[config.mk]
export PLATFORM = sky130hd
export DESIGN_NAME = chunked_carry_adder
export DESIGN_NICKNAME = d
export VERILOG_FILES = /design/src/rtl/chunked_carry_adder_pkg.sv /design/src/rtl/chunked_carry_adder_ripple.sv /design/src/rtl/chunked_carry_adder.sv
export SDC_FILE = /design/constraint.sdc
export NUM_CORES = 1
export LEC_CHECK = 0
export ABC_AREA = 1
export BUFFER_PORTS_ARGS = -buffer_cell sky130_fd_sc_hd__buf_2
export CELL_PAD_IN_SITES_DETAIL_PLACEMENT = 1
export CELL_PAD_IN_SITES_GLOBAL_PLACEMENT = 2
export CORE_MARGIN = 2
export CORE_UTILIZATION = 29
export DETAILED_ROUTE_END_ITERATION = 10
export GPL_ROUTABILITY_DRIVEN = 0
export PLACE_DENSITY_LB_ADDON = 0.2
export SYNTH_ARGS = -nofsm -noshare
export SYNTH_HDL_FRONTEND = slang
export SYNTH_SLANG_ARGS = --single-unit
export TNS_END_PERCENT = 100
[constraint.sdc]
create_clock -name clk -period 3.8 [get_ports clk]
set_input_delay 0.38 -clock clk [delete_from_list [all_inputs] [get_ports clk]]
set_output_delay 0.38 -clock clk [all_outputs]
set_load 0.01 [all_outputs]
[src/rtl/chunked_carry_adder_pkg.sv]
// Shared definitions for the chunked carry adder: FSM state encoding and
// sizing helpers for the chunk count and chunk-index registers.
package adder_pkg;

  typedef enum logic [1:0] {
    IDLE = 2'd0,
    RUN  = 2'd1,
    DONE = 2'd2
  } state_t;

  function automatic int nchunk(input int width, input int chunk);
    return width / chunk;
  endfunction

  // Counter width for n values, never narrower than one bit.
  function automatic int count_width(input int n);
    return (n > 1) ? $clog2(n) : 1;
  endfunction

endpackage

[src/rtl/chunked_carry_adder_ripple.sv]
// Combinational CHUNK-bit ripple-carry adder used for one slice per cycle.
module ripple_chunk_adder
  import adder_pkg::*;
#(
  parameter int CHUNK = 4
) (
  input  logic [CHUNK-1:0] a,
  input  logic [CHUNK-1:0] b,
  input  logic             cin,
  output logic [CHUNK-1:0] sum,
  output logic             cout
);

  logic [CHUNK:0] c;

  always_comb begin
    c    = '0;
    sum  = '0;
    c[0] = cin;
    for (int i = 0; i < CHUNK; i++) begin
      sum[i]   = a[i] ^ b[i] ^ c[i];
      c[i+1]   = (a[i] & b[i]) | (c[i] & (a[i] ^ b[i]));
    end
    cout = c[CHUNK];
  end

endmodule

[src/rtl/chunked_carry_adder.sv]
// Multi-cycle adder: one CHUNK-bit slice per clock with a registered carry,
// operands in and results out over valid/ready handshakes.
module chunked_carry_adder
  import adder_pkg::*;
#(
  parameter int WIDTH = 16,
  parameter int CHUNK = 4
) (
  input  logic             clk,
  input  logic             rst,
  // Handshakes: a transfer happens on a rising edge where valid && ready.
  // in_ready is high only in IDLE, out_valid only in DONE; the producer and
  // consumer sides are independent of each other.
  input  logic             in_valid,
  output logic             in_ready,
  input  logic [WIDTH-1:0] a,
  input  logic [WIDTH-1:0] b,
  input  logic             cin,
  output logic             out_valid,
  input  logic             out_ready,
  output logic [WIDTH-1:0] sum,
  output logic             cout,
  output logic             overflow,
  output logic [1:0]       dbg_state
);

  localparam int NCHUNK = nchunk(WIDTH, CHUNK);
  localparam int CW     = count_width(NCHUNK);
  localparam int IW     = count_width(WIDTH);

  generate
    if (WIDTH % CHUNK != 0) begin : g_width_check
      $error("chunked_carry_adder: WIDTH must be a multiple of CHUNK");
    end
  endgenerate

  state_t           state, state_nx;
  logic [WIDTH-1:0] op_a, op_b, sum_q;
  logic             carry_q, cout_q, ovf_q;
  logic [CW-1:0]    count;
  logic [IW-1:0]    base;
  logic             last;
  logic [CHUNK-1:0] sl_a, sl_b, sl_sum;
  logic             sl_cout;

  assign base = IW'(int'(count) * CHUNK);
  assign last = (count == CW'(NCHUNK - 1));
  assign sl_a = op_a[base +: CHUNK];
  assign sl_b = op_b[base +: CHUNK];

  ripple_chunk_adder #(.CHUNK(CHUNK)) u_slice (
    .a    (sl_a),
    .b    (sl_b),
    .cin  (carry_q),
    .sum  (sl_sum),
    .cout (sl_cout)
  );

  always_ff @(posedge clk) begin
    if (rst) begin
      state   <= IDLE;
      op_a    <= '0;
      op_b    <= '0;
      sum_q   <= '0;
      carry_q <= 1'b0;
      cout_q  <= 1'b0;
      ovf_q   <= 1'b0;
      count   <= '0;
    end else begin
      state <= state_nx;
      case (state)
        IDLE: begin
          if (in_valid) begin
            op_a    <= a;
            op_b    <= b;
            carry_q <= cin;
            sum_q   <= '0;
            count   <= '0;
          end
        end
        RUN: begin
          sum_q[base +: CHUNK] <= sl_sum;
          carry_q              <= sl_cout;
          count                <= count + CW'(1);
          // The top slice carries the sign bit, so overflow is decided here.
          if (last) begin
            cout_q <= sl_cout;
            ovf_q  <= (op_a[WIDTH-1] == op_b[WIDTH-1]) &&
                      (sl_sum[CHUNK-1] != op_a[WIDTH-1]);
          end
        end
        default: ;
      endcase
    end
  end

  always_comb begin
    state_nx = state;
    case (state)
      IDLE:    if (in_valid)  state_nx = RUN;
      RUN:     if (last)      state_nx = DONE;
      DONE:    if (out_ready) state_nx = IDLE;
      default:                state_nx = IDLE;
    endcase
  end

  assign in_ready  = (state == IDLE);
  assign out_valid = (state == DONE);
  assign sum       = sum_q;
  assign cout      = cout_q;
  assign overflow  = ovf_q;
  assign dbg_state = state;

endmodule

==> qor.csv <==
stage,metric,value,unit
status,status,"complete, no violations",
routing,wl,6910,µm
routing,ant_nets,0,
floorplanning,die_width,97.2,µm
routing,drtIter0Drc,110,
logic_synthesis,seq_area_frac_synth,43.7,%
clock_network,clock_latency,310,ps
timing,setup_viol,0,
grt,grt_overflow,0,
routing,firstDrtPassIters,4,
timing,period_needed,3130,ps
grt,grt_pass1_wl,11700,µm
timing,layout_setup_ws,673,ps
timing,tightest_slew,849,ps
timing,fin_skew,11.8,ps
placed_design,place.port_buffers,58,
floorplanning,fp-row-count,33,
final_layout,area_growth,15.6,%
power,p_sw,0.360,mW
final_layout,drive_gt1_share,18.5,%
final_layout,final_core_util,35.1,%
timing,fmax,0.320,GHz
grt,grt_use_total,15.0,%
critical_path,reg2reg_depth,13,
logic_synthesis,syn_avg_cell_area,7.28,µm²
critical_path,required,4040,ps
logic_synthesis,ys_top_cells_by_area,"dfxtp_1, nor2_1, o21ai_0",
min_path,hp-class,primary input to flip-flop,
timing,slew_viol_final,0,
power,seqPwrFrac,53.6,%
min_path,whs_path_depth,3,
clock_network,clk_pin_slew,110,ps
logic_synthesis,syn_nets,391,
final_layout,layout_common_cells,"nor2_1, buf_2, dfxtp_1, nand2_1, o21ai_0",
power,power_density,407,mW/mm²
clock_network,clk_path_buf_depth,2,
timing,slew-limit-headroom,43.3,%
power,peakVddDrop,0.154,mV
critical_path,setup.worst_path.end_class,flip-flop,
routing,vias_per_cell,4.61,
logic_synthesis,synth_top_area_share,43.7,%
logic_synthesis,ys_seq_elements,55,
clock_network,cts_tree,done,
critical_path,worstPathMaxFanout,12,
clock_network,clock-sinks,55,
power,p_int,0.825,mW
grt,antenna_found_initial,0,
timing,finalHoldViolCount,0,
critical_path,critPathKind,flip-flop to flip-flop,
floorplanning,core,0.00830,mm²
job,drv_cap,0,
power,totalPowerFinal,1.18,mW
clock_network,cts-hold-fix-buffers,0,
final_layout,multi_input_area,0.00120,mm²
clock_network,cts_root_buffer,clkbuf_8,
logic_synthesis,synth.distinct_cells,22,
critical_path,critPathLaunchType,flip-flop,
placed_design,hpwl,5150,µm
routing,num_vias,2300,
timing,fin_crit_sh,82.3,%
critical_path,reg2reg_to,sum[15],
logic_synthesis,syn-cell-area,0.00252,mm²
timing,finalSetupTns,0,ps
final_layout,fillCellCount,1072,
final_layout,seq_area,0.00110,mm²
timing,rsz0062_at_grt,false,
power,switching_share,30.4,%
power,clkPwrFrac,28.3,%
min_path,holdPathEnd,op_a[7],
clock_network,cts_htree_levels,2,
clock_network,cts_setup_buffers,0,
floorplanning,ios,59,
routing,drcViolationCount,0,
final_layout,mostFrequentLayoutCell,nor2_1,
final_layout,diodes,0,
critical_path,timing.rr.start,count[1],
min_path,hp-start,a[7],
logic_synthesis,netlist_instances,346,
power,leakage,1.30,nW
floorplanning,initial_utilization,30.3,%
logic_synthesis,ys.warnings.count,0,
placed_design,dp_slack,740,ps
final_layout,nNetsFinal,438,
critical_path,worstPathArrival,3370,ps
grt,grt_max_degree,58,
grt,grt_pass1_vias,2253,
routing,wl_per_cell,13.8,µm
floorplanning,dieArea,0.00945,mm²
critical_path,reg2reg_slack,670,ps
clock_network,cts_resized,0,
clock_network,cts-buffers-inserted,5,
logic_synthesis,synth_top_cell_by_area,dfxtp_1,
floorplanning,die_h,97.2,µm
power,comb_power_share,18.1,%
routing by layer:
metal	share of wire, %	up-vias	routed length, µm	GRT usage (%)
li1	-	1217	-	-
met1	54	1039	3750	23.3
met2	42	40	2870	21.7
met3	3.2	4	221	2.37
met4	0.93	0	64	3.36
met5	0	-	0	0
cell type report:
type / instances / share of cell area (%)
Clock buffer: 5 / 2.36
Clock inverter: 3 / 0.774
Inverter: 25 / 3.22
Multi-Input combinational cell: 247 / 41.1
Sequential cell: 55 / 37.8
Tap cell: 105 / 4.51
Timing Repair Buffer: 59 / 10.2
power groups by stage:
stage / registers [mW] / clock network [mW] / logic [mW]
2_1_floorplan: 0.641 / 0 / 0.162
3_3_place_gp: 0.649 / 0 / 0.213
3_5_place_dp: 0.649 / 0 / 0.218
4_1_cts: 0.636 / 0.349 / 0.220
5_1_grt: 0.641 / 0.369 / 0.250
6_report: 0.635 / 0.335 / 0.215
cell usage after synthesis (all sizes together):
master  number
a21oi       29
buf         11
clkbuf       8
clkinv       1
dfxtp       55
fa           4
ha           4
inv         24
nand2       38
nand3       22
nand3b       2
nor2        90
nor3         4
o21ai       50
o22ai        4
state kept, by name, indices dropped and copies added (netlist names):
register	flops
count	2
dbg_state	2
op_a	16
overflow	1
op_b	16
sum	16
carry_q	1
cout	1
critical path, stage by stage, from the launching register on:
cell,delay [ps]
dfxtp_1,540
clkinv_1,330
a21oi_1,290
fa_1,230
inv_1,50
fa_1,350
inv_1,70
fa_1,160
inv_1,50
fa_1,550
nand2_1,90
nor2_1,140
nand2_1,70
a21oi_1,140
through the flow:
| step | hold slack, ps | instances | instance area (µm²) |
|---|---|---|---|
| 2_1_floorplan | 424 | 346 | 2520 |
| 3_3_place_gp | 459 | 491 | 2820 |
| 3_5_place_dp | 466 | 491 | 2820 |
| 4_1_cts | 293 | 499 | 2910 |
| 5_1_grt | 298 | 499 | 2910 |
| 6_report | 299 | 499 | 2910 |
how the worst max path moves through the flow:
stage / start / endpoint / cells after the start
after floorplan: count[0] / overflow / 14
after global placement: count[1] / sum[7] / 13
after detailed placement: count[1] / sum[15] / 13
after CTS: count[1] / sum[15] / 13
after global routing: count[1] / sum[15] / 13
final: count[1] / sum[15] / 13
cells by family after synthesis:
kind of cell	Yosys count	share of synthesized area, %
compound gates	83	16.7
fa+ha+maj	8	5.17
buf+inv	44	8.79
flops	55	43.7
simple gates	156	25.6
Note: power is estimated with default switching activity, not from simulation.
